--- config.mk ---
export PLATFORM = sky130hd
export DESIGN_NAME = ahb_bus_fabric
export DESIGN_NICKNAME = d
export VERILOG_FILES = /design/src/rtl/ahb_fabric_pkg.sv /design/src/rtl/ahb_default_slave.sv /design/src/rtl/ahb_bus_fabric.sv
export SDC_FILE = /design/constraint.sdc
export NUM_CORES = 1
export LEC_CHECK = 0
export BUFFER_PORTS_ARGS = -buffer_cell sky130_fd_sc_hd__buf_2
export CORE_AREA = 2 2 85 87
export CTS_CLUSTER_DIAMETER = 40
export DETAILED_ROUTE_END_ITERATION = 8
export DIE_AREA = 0 0 87 89
export HOLD_SLACK_MARGIN = 0.05
export PLACE_DENSITY = 0.69
export SYNTH_ARGS = -nofsm -noshare
export SYNTH_HDL_FRONTEND = slang
export SYNTH_HIERARCHICAL = 1
export SYNTH_SLANG_ARGS = --single-unit
--- constraint.sdc ---
create_clock -name HCLK -period 2.23 [get_ports HCLK]
set_input_delay 0.223 -clock HCLK [delete_from_list [all_inputs] [get_ports HCLK]]
set_output_delay 0.223 -clock HCLK [all_outputs]
set_load 0.01 [all_outputs]
--- src/rtl/ahb_fabric_pkg.sv ---
// Shared AHB-Lite types and constants for the bus fabric and its default slave.
package ahb_fabric_pkg;

  typedef enum logic [1:0] {
    IDLE   = 2'b00,
    BUSY   = 2'b01,
    NONSEQ = 2'b10,
    SEQ    = 2'b11
  } htrans_t;

  localparam logic HRESP_OKAY  = 1'b0;
  localparam logic HRESP_ERROR = 1'b1;

  typedef enum logic [1:0] {
    DS_IDLE = 2'b00,
    DS_ERR1 = 2'b01,
    DS_ERR2 = 2'b10
  } ds_state_t;

endpackage

--- src/rtl/ahb_default_slave.sv ---
// Default slave: two-cycle ERROR response for unmapped active transfers, plus a
// saturating decode-error counter.
module ahb_default_slave
  import ahb_fabric_pkg::*;
#(
  parameter int ERR_CNT_WIDTH = 8
) (
  input  logic                     clk,
  input  logic                     rst_n,
  input  logic                     hready,
  input  logic                     trans_active,
  input  logic                     unmapped,
  input  logic                     err_clr,
  output logic                     ds_hready,
  output logic                     ds_hresp,
  output logic [ERR_CNT_WIDTH-1:0] err_cnt
);

  ds_state_t                state_reg, state_next;
  logic [ERR_CNT_WIDTH-1:0] err_cnt_reg, err_cnt_next;
  logic                     accept;
  logic                     inc;

  // Outputs depend on state only, so the HREADY feedback through accept is not a loop.
  assign ds_hready = (state_reg != DS_ERR1);
  assign ds_hresp  = (state_reg == DS_IDLE) ? HRESP_OKAY : HRESP_ERROR;
  assign accept    = hready & trans_active & unmapped;
  assign inc       = accept && (state_reg != DS_ERR1);
  assign err_cnt   = err_cnt_reg;

  always_comb begin
    state_next = state_reg;
    case (state_reg)
      DS_IDLE: if (accept) state_next = DS_ERR1;
      DS_ERR1: state_next = DS_ERR2;
      DS_ERR2: state_next = accept ? DS_ERR1 : DS_IDLE;
      default: state_next = DS_IDLE;
    endcase
  end

  always_comb begin
    err_cnt_next = err_cnt_reg;
    if (err_clr)
      err_cnt_next = inc ? ERR_CNT_WIDTH'(1) : '0;
    else if (inc && !(&err_cnt_reg))
      err_cnt_next = err_cnt_reg + ERR_CNT_WIDTH'(1);
  end

  always_ff @(posedge clk or negedge rst_n) begin
    if (!rst_n) begin
      state_reg   <= DS_IDLE;
      err_cnt_reg <= '0;
    end else begin
      state_reg   <= state_next;
      err_cnt_reg <= err_cnt_next;
    end
  end

endmodule

--- src/rtl/ahb_bus_fabric.sv ---
// Single-master AHB-Lite interconnect: address decoder, registered data-phase
// select, response mux and built-in default slave.
module ahb_bus_fabric
  import ahb_fabric_pkg::*;
#(
  parameter int NUM_SLAVES    = 4,
  parameter int ADDR_WIDTH    = 32,
  parameter int DATA_WIDTH    = 32,
  parameter logic [NUM_SLAVES*ADDR_WIDTH-1:0] SLAVE_BASE =
    {32'h3000_0000, 32'h2000_0000, 32'h1000_0000, 32'h0000_0000},
  parameter logic [NUM_SLAVES*ADDR_WIDTH-1:0] SLAVE_MASK = {4{32'hF000_0000}},
  parameter int ERR_CNT_WIDTH = 8
) (
  input  logic                             HCLK,
  input  logic                             HRESETn,
  input  logic [ADDR_WIDTH-1:0]            HADDR,
  input  logic [1:0]                       HTRANS,
  output logic [NUM_SLAVES-1:0]            HSEL,
  input  logic [NUM_SLAVES*DATA_WIDTH-1:0] s_HRDATA,
  input  logic [NUM_SLAVES-1:0]            s_HREADYOUT,
  input  logic [NUM_SLAVES-1:0]            s_HRESP,
  output logic                             HREADY,
  output logic [DATA_WIDTH-1:0]            HRDATA,
  output logic                             HRESP,
  input  logic                             err_clr,
  output logic [ERR_CNT_WIDTH-1:0]         err_cnt
);

  logic [NUM_SLAVES-1:0] hit;
  logic [NUM_SLAVES-1:0] hsel_c;
  logic                  unmapped;
  logic                  trans_active;
  logic [NUM_SLAVES:0]   sel_reg;
  logic                  active_reg;
  logic                  ds_hready;
  logic                  ds_hresp;

  genvar gi;
  generate
    for (gi = 0; gi < NUM_SLAVES; gi++) begin : g_decode
      assign hit[gi] = (HADDR & SLAVE_MASK[gi*ADDR_WIDTH +: ADDR_WIDTH])
                       == SLAVE_BASE[gi*ADDR_WIDTH +: ADDR_WIDTH];
    end
  endgenerate

  // Walk from the top down so the lowest-index hit is the one left standing.
  always_comb begin
    hsel_c = '0;
    for (int i = NUM_SLAVES - 1; i >= 0; i--) begin
      if (hit[i]) begin
        hsel_c    = '0;
        hsel_c[i] = 1'b1;
      end
    end
  end

  assign HSEL         = hsel_c;
  assign unmapped     = ~(|hit);
  assign trans_active = (HTRANS == NONSEQ) || (HTRANS == SEQ);

  always_ff @(posedge HCLK or negedge HRESETn) begin
    if (!HRESETn) begin
      sel_reg    <= '0;
      active_reg <= 1'b0;
    end else if (HREADY) begin
      sel_reg    <= {unmapped, hsel_c};
      active_reg <= trans_active;
    end
  end

  always_comb begin
    HREADY = 1'b1;
    HRESP  = HRESP_OKAY;
    HRDATA = '0;
    for (int i = 0; i < NUM_SLAVES; i++) begin
      if (sel_reg[i]) begin
        HREADY = s_HREADYOUT[i];
        HRESP  = s_HRESP[i];
        HRDATA = s_HRDATA[i*DATA_WIDTH +: DATA_WIDTH];
      end
    end
    // An inactive default-slave data phase is a plain zero-wait OKAY.
    if (sel_reg[NUM_SLAVES] && active_reg) begin
      HREADY = ds_hready;
      HRESP  = ds_hresp;
    end
  end

  ahb_default_slave #(
    .ERR_CNT_WIDTH(ERR_CNT_WIDTH)
  ) u_default_slave (
    .clk          (HCLK),
    .rst_n        (HRESETn),
    .hready       (HREADY),
    .trans_active (trans_active),
    .unmapped     (unmapped),
    .err_clr      (err_clr),
    .ds_hready    (ds_hready),
    .ds_hresp     (ds_hresp),
    .err_cnt      (err_cnt)
  );

endmodule

Word-level counts from Yosys, hierarchy flattened. Cells that the tools add are included.

Flip-flop bits (word level): 16. Output and inout port bits: 46.

Add/subtract/negate cells: 1. Equal/unequal tests: 9. Muxes and demuxes: 25. Bitwise gates (word level): 3. Reduce and logical (&&, ||, !) cells: 10.

Operators with widths (number): 2-to-1 mux 32 bit (4); zero test 32 bit (1); 2-to-1 mux 4 bit (4); 2-to-1 mux 8 bit (2); 2-to-1 mux 1 bit (13); adder 8 x 1 -> 8 bit, second input constant (1); equality test 4 x 2 -> 1 bit, second input constant (2); AND reduction 8 bit (1); equality test 2 bit, second input constant (3); case mux 2 bit (3 select lines) (1); equality test 4 x 1 -> 1 bit, second input constant (1); != test 2 x 1 -> 1 bit, second input constant (2); OR reduction 4 bit (1); logical AND 1 bit (3); AND 1 bit (2); equality test 2 x 1 -> 1 bit, second input constant (1); zero test 2 bit (1); 2-to-1 mux 2 bit (1); nonzero test 2 bit (1); zero test 1 bit (1); logical OR 1 bit (1); NOT 1 bit (1).

Logic depth before layout (Yosys ltp).
Depth in word-level cells: 11. Mapped depth: 11. Gate-level depth less buffers: 9.

Modules after synthesis. The synthesis kept the hierarchy.

By module, submodules not included: ahb_bus_fabric (instances 1, cells each 200, area each 1387.6 µm², sequential area each 150.1 µm²); ahb_default_slave (instances 1, cells each 52, area each 520.5 µm², sequential area each 250.2 µm²).

Least setup slack after synthesis. Ideal clock, no wire load.

Kind: register to register. From: register sel_reg[1]. To: register u_default_slave.err_cnt_reg[2] (netlist: u_default_slave/err_cnt[2]). Setup time: 78 ps. Data arrival time: 1985 ps. Setup slack: 168 ps. Stages on the path, launching flop included: 11. Buffers on the path: 3. Path through: dfrtp_1 -> buf_6 -> nor2b_4 -> o311ai_2 -> and2_1 -> buf_6 -> and3_4 -> o211ai_2 -> buf_6 -> or3_1 -> a21oi_1.

Word-level cells in the longest chain between the ends: 9.

Ends and longest elaborated chain: start: declaration (RTL line ahb_bus_fabric.sv:33) `logic [NUM_SLAVES:0] sel_reg;`; start signal: assignment (RTL line ahb_bus_fabric.sv:66) `sel_reg <= {unmapped, hsel_c};`; 2-to-1 mux 1 bit (3 in a row) (RTL line ahb_bus_fabric.sv:76) `if (sel_reg[i]) begin`; 2-to-1 mux 1 bit (RTL line ahb_bus_fabric.sv:83) `if (sel_reg[NUM_SLAVES] && active_reg) begin`; via HREADY (RTL line ahb_bus_fabric.sv:22) `output logic HREADY,`; AND 1 bit (2 in a row) (RTL line ahb_default_slave.sv:27) `assign accept = hready & trans_active & unmapped;`; logical AND 1 bit (RTL line ahb_default_slave.sv:28) `assign inc = accept && (state_reg != DS_ERR1);`; logical AND 1 bit (RTL line ahb_default_slave.sv:45) `else if (inc && !(&err_cnt_reg))`; nonzero test 2 bit (no line); end signal: assignment (RTL line ahb_default_slave.sv:55) `err_cnt_reg <= err_cnt_next;`; end: declaration (RTL line ahb_default_slave.sv:20) `logic [ERR_CNT_WIDTH-1:0] err_cnt_reg, err_cnt_next;`.

The timed path passes the listed nets, and every way through them passes these cells. A chain may end at the register's enable or synchronous reset.

Worst setup path after layout.
From: register sel_reg[1]. To: output HRDATA[15].

Word-level cells in the longest chain between the ends: 3.

Ends and longest elaborated chain: 2-to-1 mux 32 bit (3 in a row) (RTL line ahb_bus_fabric.sv:76); end: declaration (RTL line ahb_bus_fabric.sv:23) `output logic [DATA_WIDTH-1:0] HRDATA,`.

No other way between the ends.

==> parameters.txt <==
Parameter                              Value

CTS
  CTS buffer count ... 3
  Clock Tree Root ... sky130_fd_sc_hd__clkbuf_8
  Clk Latency, worst-skew pair ... 250 ps
  TritonCTS clock tree ... built
  Level count of the clock H-tree ... 1
  Clock transition at the registers of the reported paths ... 60 ps
  Clock sink count ... 16
  Clock Path Buffers ... 2

Placement
  Total half-perimeter wirelength after legalization and detailed placement ... 5870 um
  Placer congestion estimate ... 0.734
  Quantity of I/O buffers inserted on ports ... 189
  Total cell area at the placement stage ... 2900 um^2
  Placed cell count ... around 500

GRT
  Global-route wire length before repair ... about 10000 um
  Total routing resource utilization after global routing ... 0.163
  Maximum number of pins on one net before global-route repair ... 43
  Number of global-route vias before repair ... 2209
  Number of antenna violations at the first check in global routing ... 0
  Total overflow reported by the global router ... 0

Layout
  Core occupancy in the finished layout ... 0.444
  Flip-flop count of the largest register, all copies and words added ... 8
  Multi-input gate area ... 1360 um^2
  Final-layout fill cell count ... 687
  Reg area ... around 400 um^2
  Commonest cells after routing, fill and taps aside ... sky130_fd_sc_hd__buf_2 (189), sky130_fd_sc_hd__nand2_1 (40), sky130_fd_sc_hd__o31ai_1 (34)
  Non-filler instance count after layout ... 507
  Antenna Diode Count ... 0
  Final net count ... about 600
  Growth of design area from synthesis to finish ... 56.5%
  Post-route cell area ... 2990 um^2
  Most frequent standard cell in the layout excluding fill and tap cells ... sky130_fd_sc_hd__buf_2
  Layout cells sized above 1 ... 0.508

Setup path
  FF-to-FF path depth ... 10
  Startpoint-to-endpoint class of the critical path ... reg2out
  Endpoint of the lowest-slack register-to-register path ... u_default_slave/err_cnt[1]
  R2R Path Start ... u_default_slave/state_reg[1]
  Data arrival time at the worst-slack endpoint ... 1880 ps
  Startpoint kind of the worst setup timing path ... flip-flop
  Cell chain of the critical path ... buf_8 -> nor2b_2 -> buf_12 -> a221oi_1 -> o31ai_1 -> buf_2
  Register-to-register path setup slack ... 170 ps
  Critical Path RT ... 2010 ps
  Cell with the largest stage delay on the worst path ... sky130_fd_sc_hd__dfrtp_2
  Kind of end point of the critical path ... output pin
  CP max stage delay ... approximately 470 ps
  CP Max Fanout ... 32

Timing
  Setup Total Neg Slack ... 0 ps
  Tcrit/Tclk final ... 0.943
  Final count of negative-setup-slack endpoints ... 0
  Max-Slew Margin vs Limit ... 0.621
  Transition time of the tightest slew-check pin ... roughly 560 ps
  Highest clock frequency the design can meet ... 0.476 GHz
  Worst-case clock skew ... 5.66 ps
  Shortest clock period the worst path allows after layout ... 2100 ps
  Unrepaired setup endpoints after global routing ... false
  Final Hold Viols ... 0
  Final max-slew violation count ... 0

Min path
  Hold Crit Endpoint ... active_reg
  Type of the most critical hold path ... in2reg
  Worst hold start ... HTRANS[1]
  Number of instances on the worst hold path ... 2

Synthesis
  Number of warnings reported in the yosys synthesis log ... 6
  Unique masters post-synth ... 42
  Number of standard cells after synthesis ... around 250
  Syn Nets ... 426
  Post-Synthesis Cell Area ... about 1900 um^2
  Avg Cell Area, Syn ... approximately 7.6 um^2
  Sequential fraction of the synthesis area ... 0.210
  Synthesis-stage register bit count ... 16

Pwr
  Net Sw Power ... between 1 and 1.5 mW
  Fraction of power spent switching nets ... 0.465
  Cell Int Power ... approximately 1.5 mW
  Pwr per Cell Area ... 969 nW/um^2
  Power share of the sequential group ... 0.151
  Clock share of power ... 0.086
  Pwr Total ... ~2.9 mW
  Gate power share ... 0.763
  Max IR drop VDD ... 0.576 mV
  Leakage Power ... 1.46 nW

Floorplanning
  Die Span Y ... 89 um
  DIE AREA ... 7740 um^2
  Die outline width ... around 87 um
  Placeable core area ... 6720 um^2
  Initial core utilization ... 0.284
  I/O pin total ... 219
  Site Rows ... 30

Drt
  Number of violations reported at the end of detailed-routing iteration 0 ... 68
  Final Routed Wirelength ... roughly 7400 um
  DRC errors left ... 0
  Routed length per placed instance ... 14.6 um
  Detailed-routing iteration count for the pre-antenna-repair pass ... 4
  Vias ... roughly 2600
  Vias/cell ... 5.17
  Routed Antenna Nets ... 0

Status
  Result of the run ... finished clean

Run
  # Max-Cap Violations ... 0
routing by layer:
layer  vias to the layer above  track usage  wire, um
met3                         4       0.0314       612
met2                       131        0.280      3650
met1                      1171        0.218      3100
met4                         0       0.0199        39
met5                         -            0         0
li1                       1314            -         -
synthesized netlist by cell type (all sizes together):
library cell / instances / share of area
nand2b: 2 / 0.0066
mux2: 2 / 0.016
nor2: 5 / 0.0098
mux2i: 1 / 0.0052
nand3b: 2 / 0.0079
a221o: 1 / 0.0052
nor3: 2 / 0.0052
nor3b: 2 / 0.010
and2: 1 / 0.0033
nor4b: 1 / 0.0046
nand4: 1 / 0.0033
a221oi: 31 / 0.14
a21o: 2 / 0.0079
a2bb2oi: 1 / 0.0046
o2bb2ai: 2 / 0.0092
nand2: 40 / 0.079
or3: 3 / 0.0098
nor4: 1 / 0.0033
o31ai: 34 / 0.13
or4: 2 / 0.0079
inv: 3 / 0.0059
a31oi: 2 / 0.0066
o311ai: 1 / 0.0085
clkinv: 1 / 0.0046
o211ai: 2 / 0.010
buf: 11 / 0.038
or2: 1 / 0.0033
a21oi: 8 / 0.023
nand3: 9 / 0.024
ha: 1 / 0.0066
nor2b: 34 / 0.12
dfrtp: 16 / 0.21
o21ai: 5 / 0.013
and3: 5 / 0.019
clkbuf: 17 / 0.033
how the worst max path moves through the flow:
stage,startpoint,to,slack (ps),cells after the start
after floorplan,sel_reg[1],u_default_slave/err_cnt[2],170,10
after global placement,sel_reg[1],u_default_slave/err_cnt[6],150,7
after detailed placement,sel_reg[1],u_default_slave/err_cnt[6],100,7
after CTS,sel_reg[1],HRESP,30,7
after global routing,sel_reg[1],HRDATA[19],3,6
final,sel_reg[1],HRDATA[15],130,6
power groups by stage:
stage | combinational, mW | sequential [mW] | clock (mW)
floorplan | 1.48 | 0.408 | 0
global placement | 2.17 | 0.434 | 0
detailed placement | 2.21 | 0.440 | 0
CTS | 2.22 | 0.435 | 0.261
global route | 2.44 | 0.448 | 0.272
finish | 2.21 | 0.436 | 0.250
cells by family after synthesis:
kind of cell | synth area share
mux | 0.0210
simple gates | 0.316
buf+inv | 0.0820
flops | 0.210
compound gates | 0.365
fa+ha+maj | 0.00656
per-stage QoR:
stage	hold slack, ps	setup WS (ps)
6_report	244	128
5_1_grt	238	2.79
4_1_cts	234	26.4
3_5_place_dp	156	103
3_3_place_gp	149	147
2_1_floorplan	-72.6	168
repair_timing:
action,4_1_cts,5_1_grt
buffers inserted,0,0
endpoints found under the hold margin,16,0
hold buffers,1,0
gates resized for setup,1,3
setup endpoints to repair,4,16
layout make-up:
class / count / area share
Tap cell: 80 / 0.0335
Timing Repair Buffer: 199 / 0.350
Sequential cell: 16 / 0.135
Multi-Input combinational cell: 204 / 0.456
Inverter: 4 / 0.00671
Clock buffer: 4 / 0.0184
worst max-delay path, delay by kind of cell (launching register included):
| kind | cells | cell delay, ps |
|---|---|---|
| buf+inv | 3 | 610 |
| simple gates | 1 | 170 |
| compound gates | 2 | 380 |
| flops | 1 | 470 |
(Power assumes the default switching activity.)
